`src/rtl/search_scheduler_if.sv`:
```
// Handshake bundle between the search scheduler and its cracker cores.
// The scheduler takes the slave side; whatever drives the cores takes the master side.
interface search_scheduler_if #(
   parameter int unsigned N_CORES = 4
);
   logic                      enable_switch;
   logic [N_CORES-1:0]        core_req;
   logic [N_CORES-1:0]        core_found;
   logic [32*N_CORES-1:0]     core_result;
   logic [N_CORES-1:0]        core_grant;
   logic [31:0]               core_base;
   logic [31:0]               target;
   logic                      status_paused;
   logic                      status_running;
   logic                      status_warming;
   logic                      status_found;
   logic                      status_done;

   modport master (
      output enable_switch, core_req, core_found, core_result,
      input  core_grant, core_base, target,
      input  status_paused, status_running, status_warming, status_found, status_done
   );

   modport slave (
      input  enable_switch, core_req, core_found, core_result,
      output core_grant, core_base, target,
      output status_paused, status_running, status_warming, status_found, status_done
   );
endinterface

```
`src/rtl/search_scheduler.sv`:
```
// Hands out 2^CHUNK_BITS-candidate chunks of the 32-bit key space to idle cores
// round-robin, and latches the first reported hit.
module search_scheduler #(
   parameter int unsigned N_CORES    = 4,
   parameter int unsigned CHUNK_BITS = 16
) (
   input  logic              CLK,
   input  logic              RESET,
   search_scheduler_if.slave bus
);
   localparam int unsigned PTR_W = (N_CORES > 1) ? $clog2(N_CORES) : 1;
   localparam int unsigned CNT_W = $clog2(N_CORES + 1);

   localparam logic [2:0] S_WARMING = 3'd0;
   localparam logic [2:0] S_RUNNING = 3'd1;
   localparam logic [2:0] S_PAUSED  = 3'd2;
   localparam logic [2:0] S_FOUND   = 3'd3;
   localparam logic [2:0] S_DONE    = 3'd4;

   localparam logic [32:0]      CHUNK    = 33'd1 << CHUNK_BITS;
   localparam logic [CNT_W-1:0] CNT_FULL = CNT_W'(N_CORES);
   localparam logic [CNT_W-1:0] CNT_LAST = CNT_W'(N_CORES - 1);
   localparam logic [PTR_W-1:0] PTR_LAST = PTR_W'(N_CORES - 1);

   logic [2:0]         state, state_next;
   logic [32:0]        next_base;
   logic [CNT_W-1:0]   grant_cnt;
   logic [PTR_W-1:0]   rr_ptr;
   logic [N_CORES-1:0] grant_q;
   logic [31:0]        base_q;
   logic [31:0]        target_q;

   logic [31:0]        result_arr [N_CORES];
   logic [N_CORES-1:0] eligible;
   logic [N_CORES-1:0] grant_vec;
   logic               pick_valid;
   logic [PTR_W-1:0]   pick_idx;
   int unsigned        scan_idx;
   logic               win_valid;
   logic [31:0]        win_result;
   logic               exhausted;
   logic               any_found;
   logic               active;
   logic               do_grant;

   for (genvar g = 0; g < N_CORES; g++) begin : g_slice
      assign result_arr[g] = bus.core_result[32*g +: 32];
   end

   assign exhausted = next_base[32];
   assign any_found = |bus.core_found;
   assign active    = (state == S_WARMING) || (state == S_RUNNING);
   // A core holding its grant pulse this cycle is not eligible again.
   assign eligible  = bus.core_req & ~grant_q;

   always_comb begin
      pick_valid = 1'b0;
      pick_idx   = '0;
      scan_idx   = 0;
      for (int unsigned k = 0; k < N_CORES; k++) begin
         scan_idx = k + 32'(rr_ptr);
         if (scan_idx >= N_CORES) scan_idx = scan_idx - N_CORES;
         if (!pick_valid && eligible[PTR_W'(scan_idx)]) begin
            pick_valid = 1'b1;
            pick_idx   = PTR_W'(scan_idx);
         end
      end
   end

   always_comb begin
      win_valid  = 1'b0;
      win_result = '0;
      for (int unsigned k = 0; k < N_CORES; k++) begin
         if (!win_valid && bus.core_found[PTR_W'(k)]) begin
            win_valid  = 1'b1;
            win_result = result_arr[PTR_W'(k)];
         end
      end
   end

   always_comb begin
      grant_vec           = '0;
      grant_vec[pick_idx] = 1'b1;
   end

   assign do_grant = active && bus.enable_switch && !any_found && !exhausted && pick_valid;

   always_comb begin
      state_next = state;
      case (state)
         S_WARMING, S_RUNNING: begin
            if (any_found)                           state_next = S_FOUND;
            else if (!bus.enable_switch)             state_next = S_PAUSED;
            else if (exhausted && (&bus.core_req))   state_next = S_DONE;
            else if (do_grant && state == S_WARMING && grant_cnt == CNT_LAST)
                                                     state_next = S_RUNNING;
         end
         S_PAUSED: begin
            if (any_found)               state_next = S_FOUND;
            else if (bus.enable_switch)  state_next = (grant_cnt < CNT_FULL) ? S_WARMING : S_RUNNING;
         end
         default: state_next = state;
      endcase
   end

   always_ff @(posedge CLK) begin
      if (RESET) begin
         state     <= S_WARMING;
         next_base <= '0;
         grant_cnt <= '0;
         rr_ptr    <= '0;
         grant_q   <= '0;
         base_q    <= '0;
         target_q  <= '0;
      end else begin
         state   <= state_next;
         grant_q <= '0;
         if (do_grant) begin
            grant_q   <= grant_vec;
            base_q    <= next_base[31:0];
            next_base <= next_base + CHUNK;
            if (grant_cnt != CNT_FULL) grant_cnt <= grant_cnt + 1'b1;
            rr_ptr    <= (pick_idx == PTR_LAST) ? '0 : pick_idx + 1'b1;
         end
         if (win_valid && (active || state == S_PAUSED)) target_q <= win_result;
      end
   end

   assign bus.core_grant     = grant_q;
   assign bus.core_base      = base_q;
   assign bus.target         = target_q;
   assign bus.status_warming = (state == S_WARMING);
   assign bus.status_running = (state == S_RUNNING);
   assign bus.status_paused  = (state == S_PAUSED);
   assign bus.status_found   = (state == S_FOUND);
   assign bus.status_done    = (state == S_DONE);
endmodule

```
`src/flat_wrapper.sv`:
```
// flat-port wrapper written by rule: the top's interface ports become plain ports
module search_scheduler_flat 
#(
   parameter int unsigned N_CORES    = 4,
   parameter int unsigned CHUNK_BITS = 16
)
  (CLK, RESET, bus_enable_switch, bus_core_req, bus_core_found, bus_core_result, bus_core_grant, bus_core_base, bus_target, bus_status_paused, bus_status_running, bus_status_warming, bus_status_found, bus_status_done);
  search_scheduler_if #(.N_CORES(N_CORES)) bus_i ();
  input  logic CLK;
  input  logic RESET;
  input wire logic [$bits(bus_i.enable_switch)-1:0] bus_enable_switch;
  input wire logic [$bits(bus_i.core_req)-1:0] bus_core_req;
  input wire logic [$bits(bus_i.core_found)-1:0] bus_core_found;
  input wire logic [$bits(bus_i.core_result)-1:0] bus_core_result;
  output wire logic [$bits(bus_i.core_grant)-1:0] bus_core_grant;
  output wire logic [$bits(bus_i.core_base)-1:0] bus_core_base;
  output wire logic [$bits(bus_i.target)-1:0] bus_target;
  output wire logic [$bits(bus_i.status_paused)-1:0] bus_status_paused;
  output wire logic [$bits(bus_i.status_running)-1:0] bus_status_running;
  output wire logic [$bits(bus_i.status_warming)-1:0] bus_status_warming;
  output wire logic [$bits(bus_i.status_found)-1:0] bus_status_found;
  output wire logic [$bits(bus_i.status_done)-1:0] bus_status_done;
  assign bus_i.enable_switch = bus_enable_switch;
  assign bus_i.core_req = bus_core_req;
  assign bus_i.core_found = bus_core_found;
  assign bus_i.core_result = bus_core_result;
  assign bus_core_grant = bus_i.core_grant;
  assign bus_core_base = bus_i.core_base;
  assign bus_target = bus_i.target;
  assign bus_status_paused = bus_i.status_paused;
  assign bus_status_running = bus_i.status_running;
  assign bus_status_warming = bus_i.status_warming;
  assign bus_status_found = bus_i.status_found;
  assign bus_status_done = bus_i.status_done;
  search_scheduler #(.N_CORES(N_CORES), .CHUNK_BITS(CHUNK_BITS)) u_core (.CLK(CLK), .RESET(RESET), .bus(bus_i));
endmodule
```
`config.mk`:
```
export PLATFORM = sky130hd
export DESIGN_NAME = search_scheduler_flat
export DESIGN_NICKNAME = d
export VERILOG_FILES = /design/src/rtl/search_scheduler_if.sv /design/src/rtl/search_scheduler.sv /design/src/flat_wrapper.sv
export SDC_FILE = /design/constraint.sdc
export NUM_CORES = 1
export LEC_CHECK = 0
export CORE_MARGIN = 8
export CORE_UTILIZATION = 25
export CTS_BUF_LIST = sky130_fd_sc_hd__clkbuf_8 sky130_fd_sc_hd__clkbuf_16
export DETAILED_ROUTE_END_ITERATION = 10
export HOLD_SLACK_MARGIN = 0.12
export SLEW_MARGIN = 40
export SYNTH_ARGS = -nofsm -noshare
export SYNTH_HDL_FRONTEND = slang
export SYNTH_SLANG_ARGS = --single-unit
```
`constraint.sdc`:
```
create_clock -name CLK -period 4 [get_ports CLK]
set_input_delay 0.8 -clock CLK [delete_from_list [all_inputs] [get_ports CLK]]
set_output_delay 0.8 -clock CLK [all_outputs]
set_load 0.02 [all_outputs]
```
==> impl_metrics.yaml, run 1 <==
clocking:
  clock-root-buffer: "sky130_fd_sc_hd__clkbuf_16"
  tritoncts: "yes"
  cts_num_sinks: 77
  numCtsBuffers: 9
  cts.clk_slew.worst_paths_ns: 0.06
  clock_tree.buffer_depth: 2
  clk-insertion-delay-late_ns: 0.33
  post_cts_resize_count: 0
  cts_hold_buffers: 0
  setup_fix_bufs_post_cts: 0
  clock_tree.htree_level_count: 3
place:
  dpl-instance-area_um2: 6240
  post-place-ws_ns: 0.724
  place_congestion: 0.837
  placedCellCount: 929
  port_buffers: 195
  hpwl_mm: 11.7
routing:
  detail-route-antenna-nets: 0
  wire_per_inst_um: 16.0
  dr.first_iter.drc_count: 335
  viasPerCell: 4.65
  detailroute.via_count: 4394
  detailedRoute.firstPassIterationCount: 5
  drt_drc_violations_left: 0
  overall_routed_net_length_mm: 15.1
worst_setup_path:
  worst-r2r-cell-count: 8
  cp_data_required_time_ns: 4.18
  category_of_the_most_critical_setup_path: "input port to flop"
  r2r-end: "u_core.rr_ptr[1]$_SDFFE_PP0N_"
  critPathMaxFanout: 15
  cp-endpoint: "u_core.state[0]$_SDFFE_PP0P_"
  r2r_start: "u_core.bus.core_grant[1]$_SDFF_PP0_"
  worstPathArrival_ns: 3.13
  crit_path_start_kind: "input port"
  setup_slack_on_the_worst_flop_to_flop_path_ns: 1.86
  cp-end-kind: "flop"
  startpoint: "bus_core_found[1]"
synthesis:
  synth_xor_area_share_pct: 3.13
  synthTopCellsByArea: "sky130_fd_sc_hd__dfxtp_1 (37%), sky130_fd_sc_hd__nand2_1 (6.8%), sky130_fd_sc_hd__a211oi_1 (5.9%)"
  largest_family_of_logic_cells_by_synthesized_area: "simple AND/OR/NAND/NOR gates"
  synth-edff-count: 0
  ys_dominant_reg_cell: "sky130_fd_sc_hd__dfxtp_1"
  adder_and_majority_gate_portion_of_the_synthesized_area_pct: 2.39
  synth.ff_latch_count: 77
  yosysTopAreaCellShare_pct: 36.8
  synthArstFlopShare_pct: 0
  yosysSeqAreaShare_pct: 36.8
  muxShareOfSynthArea_pct: 0.239
  yosysMostFrequentCell: "sky130_fd_sc_hd__dfxtp_1"
  synth_compound_area_share_pct: 23.1
  mappedNetlistArea_um2: 4190
  synthDominantAreaCellType: "sky130_fd_sc_hd__dfxtp_1"
  netlist-cell-type-count: 49
  post_synth_and_or_nand_nor_area_fraction_pct: 25.5
  syn_avg_cell_area_um2: 7.65
  syn-instance-count: 548
  synth_common_cells: "sky130_fd_sc_hd__dfxtp_1 (77), sky130_fd_sc_hd__nand2_1 (76), sky130_fd_sc_hd__nor2_1 (63)"
  ys_warn_count: 0
timing:
  layout_min_cycle_time_ns: 2.95
  fin_setup_tns_ns: 0
  period_share_pct: 73.8
  final_number_of_setup_violating_endpoints: 0
  max_freq_mhz: 339
  rsz_0062_raised_after_global_routing: "no"
  hold_viol_final: 0
  tightestPinTransition_ns: 0.831
  slew_headroom_pct: 44.3
  setup_ws_ns: 1.05
  final.setup_skew_ns: 0.00749
  drv_slew: 0
die:
  die-area_um2: 21200
  ios: 212
  die_h_um: 146
  chipWidth_um: 146
  initial_utilization_pct: 25.5
  num_rows: 47
  core_area_um2: 16500
min_path:
  hp-start: "u_core.bus.core_base[22]$_SDFFE_PP0N_"
  worstHoldPathType: "flop to flop"
finish:
  fin_cells: 945
  layout.filler_cells: 1724
  final_design_area_no_fill_um2: 6540
  area.growth.synth_to_final_pct: 55.9
  final_layout_net_count: 867
  drive_above_1_share_pct: 5.24
  num_antenna_cells: 0
power_and_ir_drop:
  leakage_power_total_nw: 2.31
  power-per-cell-area_nw_per_um2: 320
  totalPowerFinal_w: 0.00209
  ir_drop_v: 0.000177
grt:
  globalRoute.totalOverflow: 0
  number_of_antenna_violations_at_the_first_check_in_global_routing: 1
  grt_first_pass_wirelength_mm: 24.5
  grt_start_max_net_pins: 65
  global_route.usage.total_pct: 14.2
  vias_in_the_first_global_route: 4526
job:
  reported_max_cap_violation_count: 0
run_status:
  status: "finished clean"
[worst min path at each step]
stage | endpoint | cells after the start
after floorplan | u_core.bus.core_base[30]$_SDFFE_PP0N_ | 2
after global placement | u_core.bus.core_base[17]$_SDFFE_PP0N_ | 2
after detailed placement | u_core.bus.core_base[21]$_SDFFE_PP0N_ | 2
after CTS | u_core.bus.core_base[22]$_SDFFE_PP0N_ | 2
after global routing | u_core.bus.core_base[19]$_SDFFE_PP0N_ | 2
final | u_core.bus.core_base[22]$_SDFFE_PP0N_ | 2
[metal layers]
layer  vias to the layer above  global-route usage, %  part of all wire [%]
met5                         -                      0                 0.086
met2                       140                   23.2                    48
li1                       2242                      -                     -
met3                        14                   4.79                   6.8
met1                      1996                   17.3                    44
met4                         2                   3.90                   1.4
[power by group]
group	leakage [nW]	internal, W	switching [W]	total [W]
Clock	0.143	0.000479	0.000320	0.000800
Combinational	1.54	0.000244	0.000226	0.000471
Sequential	0.629	0.000802	0.0000211	0.000823
[placed cells by master (no fill, tap or decap), drive strengths merged, types with 9 or more instances in the layout]
| cell type | n |
|---|---|
| a211oi | 34 |
| a21oi | 25 |
| a22oi | 33 |
| buf | 15 |
| clkbuf | 9 |
| clkdlybuf4s50 | 193 |
| conb | 16 |
| dfxtp | 77 |
| inv | 11 |
| nand2 | 76 |
| nand4 | 16 |
| nor2 | 65 |
| nor3 | 41 |
| o21ai | 35 |
[state kept, by name, summed over array words and instances, names as in the netlist]
register               cells
u_core.bus.core_base      16
u_core.bus.target         32
u_core.bus.core_grant      4
u_core.next_base          17
u_core.rr_ptr              2
u_core.state               3
u_core.grant_cnt           3
[cell families after synthesis]
logic type	count (synthesis)
AOI/OAI and AO/OA	144
xor gates and xnor gates	15
adders and majority gates	8
buffers and inverters	72
DFF	77
muxes	1
other	1
and+or+nand+nor	230
[stage by stage]
| stage | hold WS [ns] | util [%] |
|---|---|---|
| after detailed placement | 0.449 | 37.9 |
| after floorplan | 0.445 | - |
| after global placement | 0.444 | 37.9 |
| after CTS | 0.458 | 39.7 |
| final | 0.454 | 39.7 |
| after global routing | 0.484 | 39.7 |
[area by class of cell]
class / instances / area [um^2] / area share (%)
Tap cell: 220 / 275 / 4.21
Inverter: 10 / 37.5 / 0.574
Timing Repair Buffer: 208 / 2040 / 31.2
Clock buffer: 9 / 225 / 3.45
Multi-Input combinational cell: 414 / 2350 / 35.9
Clock inverter: 7 / 67.6 / 1.03
Sequential cell: 77 / 1540 / 23.6
[worst max-delay path, cell delays in order]
cell	delay (ns)
sky130_fd_sc_hd__clkdlybuf4s50_1	0.65
sky130_fd_sc_hd__nor4_4	0.50
sky130_fd_sc_hd__and2_1	0.54
sky130_fd_sc_hd__nand4_1	0.24
sky130_fd_sc_hd__a221oi_1	0.32
sky130_fd_sc_hd__a211oi_1	0.08
Note: power is estimated with default switching activity, not from simulation.
==> run 2, diff against run 1 <==
clock period = 2.7 ns   (was 4 ns; I/O delays follow)
==> run 2 against run 1 <==
Net effect: hold slack lost 0.0015 ns; clock-buffer cell count is 2 higher; sequential power grew 48%; combinational power is 55% higher; cell area is 2.3% higher; non-clock buffer count grew 11; first-iteration DRC count is 37% lower; routed wire length shrank 0.19%; die area unchanged; via count grew 0.64%; sequential share of layout area is 0.53 points lower; critical path type is now flop to output port.
==> impl_metrics.yaml, run 2 (synthesis gave the netlist of run 1 again) <==
die:
  die_h_um: 146
  chipWidth_um: 146
  core_area_um2: 16500
  die-area_um2: 21200
  ios: 212
  num_rows: 47
  initial_utilization_pct: 25.5
grt:
  grt_first_pass_wirelength_mm: 24.4
  vias_in_the_first_global_route: 4474
  global_route.usage.total_pct: 14.3
  globalRoute.totalOverflow: 0
  grt_start_max_net_pins: 66
  number_of_antenna_violations_at_the_first_check_in_global_routing: 1
worst_setup_path:
  crit_path_start_kind: "flop"
  category_of_the_most_critical_setup_path: "flop to output port"
  worstPathArrival_ns: 1.83
  cp_data_required_time_ns: 2.16
  critPathMaxFanout: 10
  cp-end-kind: "output port"
timing:
  drv_slew: 0
  rsz_0062_raised_after_global_routing: "no"
  setup_ws_ns: 0.331
  final.setup_skew_ns: 0.00770
  max_freq_mhz: 422
  tightestPinTransition_ns: 0.658
  fin_setup_tns_ns: 0
  slew_headroom_pct: 56.1
  final_number_of_setup_violating_endpoints: 0
  period_share_pct: 87.7
  fin_worst_hold_slack_ns: 0.453
  hold_viol_final: 0
  layout_min_cycle_time_ns: 2.37
power_and_ir_drop:
  power-per-cell-area_nw_per_um2: 462
  ir_drop_v: 0.000284
  totalPowerFinal_w: 0.00309
  leakage_power_total_nw: 2.39
finish:
  area.growth.synth_to_final_pct: 59.4
  final-seq-area_um2: 1540
  highest_count_cells_in_the_layout_ignoring_fill_and_taps: "sky130_fd_sc_hd__clkdlybuf4s50_1 (193), sky130_fd_sc_hd__dfxtp_1 (77), sky130_fd_sc_hd__nand2_1 (76)"
  drive_above_1_share_pct: 6.53
  final_layout_net_count: 878
  layout.cells.most_common: "sky130_fd_sc_hd__clkdlybuf4s50_1"
  final_util_pct: 40.6
  number_of_flip_flops_under_the_largest_register_name: 32
  multi_input_area_um2: 2350
  layout.filler_cells: 1714
clocking:
  setup_fix_bufs_post_cts: 0
  clock_tree.htree_level_count: 3
  cts_hold_buffers: 0
  post_cts_resize_count: 0
  clock_tree.buffer_depth: 2
  numCtsBuffers: 9
  cts.clk_slew.worst_paths_ns: 0.06
  clk-insertion-delay-late_ns: 0.34
  tritoncts: "yes"
  clock-root-buffer: "sky130_fd_sc_hd__clkbuf_16"
  cts_num_sinks: 77
routing:
  detailroute.via_count: 4422
  drt_drc_violations_left: 0
  highest_layer: "met5"
  detail-route-antenna-nets: 0
  wire_per_inst_um: 15.8
  viasPerCell: 4.63
  overall_routed_net_length_mm: 15.1
  met1Wirelength_mm: 6.45
  wl_met3_mm: 1.09
  detailedRoute.firstPassIterationCount: 4
  dr.first_iter.drc_count: 212
  met2RoutedLength_mm: 7.26
min_path:
  worstHoldPathType: "flop to flop"
place:
  place_congestion: 0.809
  port_buffers: 195
  hpwl_mm: 11.8
  post-place-ws_ns: 0.125
run_status:
  status: "finished clean"
job:
  reported_max_cap_violation_count: 0
run 2: changes by cell type in the layout (fill, tap and decap cells not counted), sizes merged:
cell | previous run | this run
buf | 15 | 26
bufinv | 1 | 0
clkbuf | 9 | 11
clkinv | 3 | 2
clkinvlp | 2 | 1
diode | 0 | 1
run 2: through the flow:
step                std cells  cell area [um^2]
floorplan                 563              4250
global placement          940              6400
detailed placement        940              6400
CTS                       955              6680
global route              955              6680
finish                    956              6690
run 2: worst max-delay path, cell delays in order, from the launching register on:
cell                              delay [ns]
sky130_fd_sc_hd__dfxtp_1                0.50
sky130_fd_sc_hd__inv_1                  0.10
sky130_fd_sc_hd__nor3_1                 0.21
sky130_fd_sc_hd__clkdlybuf4s50_1        0.68
run 2: power by group:
group	internal (W)	total [W]	switching, W
clock network	0.000664	0.00114	0.000480
logic	0.000386	0.000729	0.000342
registers	0.00119	0.00122	0.0000295
total	0.00224	0.00309	0.000852
run 2: area by class of cell:
class                   instances  area share (%)
diodes                          1          0.0374
clock buffers                  11            3.78
clock inverters                 4           0.374
inverters                      10           0.561
multi-input cells             414            35.2
flip-flops and latches         77            23.1
well taps                     220            4.12
repair buffers                219            32.9
run 2: worst paths after layout:
check | from | end | slack [ns] | cells past startpoint
setup reg to reg | u_core.state[2]$_SDFFE_PP0P_ | u_core.next_base[28]$_SDFFE_PP0N_ | 0.87 | 6
hold reg to reg | u_core.bus.core_base[22]$_SDFFE_PP0N_ | u_core.bus.core_base[22]$_SDFFE_PP0N_ | 0.45 | 2
setup / recovery | u_core.state[1]$_SDFFE_PP0P_ | bus_status_paused | 0.33 | 3
hold / removal | u_core.bus.core_base[22]$_SDFFE_PP0N_ | u_core.bus.core_base[22]$_SDFFE_PP0N_ | 0.45 | 2
run 2: routing by layer:
layer  track usage (%)  vias to the layer above
li1                  -                     2271
met1              16.8                     2002
met2              23.4                      125
met3              5.19                       22
met4              5.10                        2
met5                 0                        -
==> run 3, diff against run 2 <==
CELL_PAD_IN_SITES_DETAIL_PLACEMENT = 1   (was unset)
CELL_PAD_IN_SITES_GLOBAL_PLACEMENT = 2   (was unset)
CORE_UTILIZATION = 19   (was 25)
CTS_BUF_LIST = unset   (was sky130_fd_sc_hd__clkbuf_8 sky130_fd_sc_hd__clkbuf_16)
PLACE_DENSITY_LB_ADDON = 0.1   (was unset)
SLEW_MARGIN = 20   (was 40)
==> run 3 against run 2 <==
Net effect: first-iteration DRC count decreased by 22%; critical path depth unchanged; routed wire length increased by 19%; hold slack better by 0.0020 ns; cell count rose by 6.2%; cell area is 1.0% higher; global-route usage is 1.3 points lower; sequential share of layout area is 0.23 points lower; clock-buffer cell count fell by 2; fmax decreased by 2.8%.
==> impl_metrics.yaml, run 3 (synthesis gave the netlist of run 1 again) <==
clocking:
  numCtsBuffers: 9
  clock_tree.htree_level_count: 3
  tritoncts: "yes"
  clock_tree.buffer_depth: 2
  clock-root-buffer: "sky130_fd_sc_hd__clkbuf_16"
  clk-insertion-delay-late_ns: 0.34
  post_cts_resize_count: 0
  setup_fix_bufs_post_cts: 0
  cts.clk_slew.worst_paths_ns: 0.07
  cts_num_sinks: 77
  cts_hold_buffers: 0
die:
  die-area_um2: 27100
  num_rows: 54
  ios: 212
  initial_utilization_pct: 19.3
  core_area_um2: 21800
  chipWidth_um: 165
  die_h_um: 165
timing:
  drv_slew: 0
  layout_min_cycle_time_ns: 2.44
  rsz_0062_raised_after_global_routing: "no"
  slew_headroom_pct: 54.6
  setup_ws_ns: 0.262
  max_freq_mhz: 410
  fin_setup_tns_ns: 0
  final.setup_skew_ns: 0.00875
  fin_worst_hold_slack_ns: 0.455
  hold_viol_final: 0
  tightestPinTransition_ns: 0.681
  period_share_pct: 90.3
  final_number_of_setup_violating_endpoints: 0
worst_setup_path:
  r2r_start: "u_core.state[2]$_SDFFE_PP0P_"
  crit_path_start_kind: "flop"
  worst-r2r-cell-count: 6
  critPathMaxFanout: 10
  cp_data_required_time_ns: 2.16
  worstPathArrival_ns: 1.90
  r2r-end: "u_core.next_base[31]$_SDFFE_PP0N_"
  cp-end-kind: "output port"
  category_of_the_most_critical_setup_path: "flop to output port"
  setup_slack_on_the_worst_flop_to_flop_path_ns: 0.80
  startpoint: "u_core.state[1]$_SDFFE_PP0P_"
grt:
  grt_first_pass_wirelength_mm: 27.6
  globalRoute.totalOverflow: 0
  number_of_antenna_violations_at_the_first_check_in_global_routing: 1
  global_route.usage.total_pct: 13.0
  vias_in_the_first_global_route: 4920
  grt_start_max_net_pins: 65
place:
  dpl-instance-area_um2: 6460
  post-place-ws_ns: 0.0782
  port_buffers: 195
  place_congestion: 0.813
  hpwl_mm: 14.6
finish:
  layout.cells.most_common: "sky130_fd_sc_hd__clkdlybuf4s50_1"
  final_design_area_no_fill_um2: 6750
  final_util_pct: 31.0
  layout.filler_cells: 2595
  drive_above_1_share_pct: 6.54
  final_layout_net_count: 876
  number_of_flip_flops_under_the_largest_register_name: 32
  highest_count_cells_in_the_layout_ignoring_fill_and_taps: "sky130_fd_sc_hd__clkdlybuf4s50_1 (193), sky130_fd_sc_hd__dfxtp_1 (77), sky130_fd_sc_hd__nand2_1 (76)"
  area.growth.synth_to_final_pct: 61.1
min_path:
  whs_path_depth: 2
  hp-start: "u_core.bus.core_base[20]$_SDFFE_PP0N_"
  timing.hold.worst_endpoint: "u_core.bus.core_base[20]$_SDFFE_PP0N_"
  worstHoldPathType: "flop to flop"
routing:
  wire_per_inst_um: 17.6
  dr.first_iter.drc_count: 166
  drt_drc_violations_left: 0
  detailedRoute.firstPassIterationCount: 4
  viasPerCell: 4.44
  detailroute.via_count: 4504
  overall_routed_net_length_mm: 17.9
  detail-route-antenna-nets: 0
run_status:
  status: "finished clean"
power_and_ir_drop:
  ir_drop_v: 0.000202
  leakage_power_total_nw: 2.38
  power-per-cell-area_nw_per_um2: 469
job:
  reported_max_cap_violation_count: 0
run 3: cell count changes in the layout (fill, tap and decap cells not counted):
cell,delta
sky130_fd_sc_hd__buf_4,-2
sky130_fd_sc_hd__clkbuf_8,-2
sky130_fd_sc_hd__clkinvlp_4,-1
sky130_fd_sc_hd__inv_1,-1
sky130_fd_sc_hd__inv_6,+2
sky130_fd_sc_hd__inv_8,+3
sky130_fd_sc_hd__nor2b_2,+1
sky130_fd_sc_hd__nor2b_4,-1
run 3: worst max path at each step:
stage                                                to  slack (ns)
after floorplan           u_core.rr_ptr[1]$_SDFFE_PP0N_        0.61
after global placement    u_core.rr_ptr[1]$_SDFFE_PP0N_        0.08
after detailed placement  u_core.rr_ptr[1]$_SDFFE_PP0N_        0.08
after CTS                             bus_status_paused        0.22
after global routing                  bus_status_paused        0.11
final                                 bus_status_paused        0.26
run 3: through the flow:
stage / std cells / power (W)
floorplan: 563 / 0.00158
global route: 1014 / 0.00335
global placement: 998 / 0.00199
CTS: 1014 / 0.00324
finish: 1015 / 0.00316
detailed placement: 998 / 0.00199
run 3: cell type report:
| class | instances | area (um^2) | area share [%] |
|---|---|---|---|
| clock buffer | 9 | 225 | 3.34 |
| multi-input combinational | 414 | 2350 | 34.8 |
| antenna | 1 | 2.50 | 0.0371 |
| sequential | 77 | 1540 | 22.8 |
| tap | 280 | 350 | 5.19 |
| clock inverter | 7 | 65.1 | 0.963 |
| timing repair buffer | 217 | 2180 | 32.3 |
| inverter | 10 | 37.5 | 0.556 |
run 3: per-layer routing:
layer / vias up / GRT usage, % / wire (um)
met1: 2073 / 14.8 / 7560
met2: 141 / 21.5 / 8450
met4: 2 / 4.22 / 211
li1: 2273 / - / -
met5: - / 0 / 13
met3: 15 / 5.66 / 1670
run 3: where the power goes:
part	leakage, nW	switching (W)	internal, W	total (W)
sequential	0.629	0.0000327	0.00119	0.00122
clock	0.146	0.000562	0.000650	0.00121
combinational	1.61	0.000351	0.000382	0.000733
run 3: worst max-delay path, cell delays in order, from the launching register on:
cell	delay (ns)
sky130_fd_sc_hd__dfxtp_1	0.51
sky130_fd_sc_hd__inv_1	0.10
sky130_fd_sc_hd__nor3_1	0.27
sky130_fd_sc_hd__clkdlybuf4s50_1	0.68
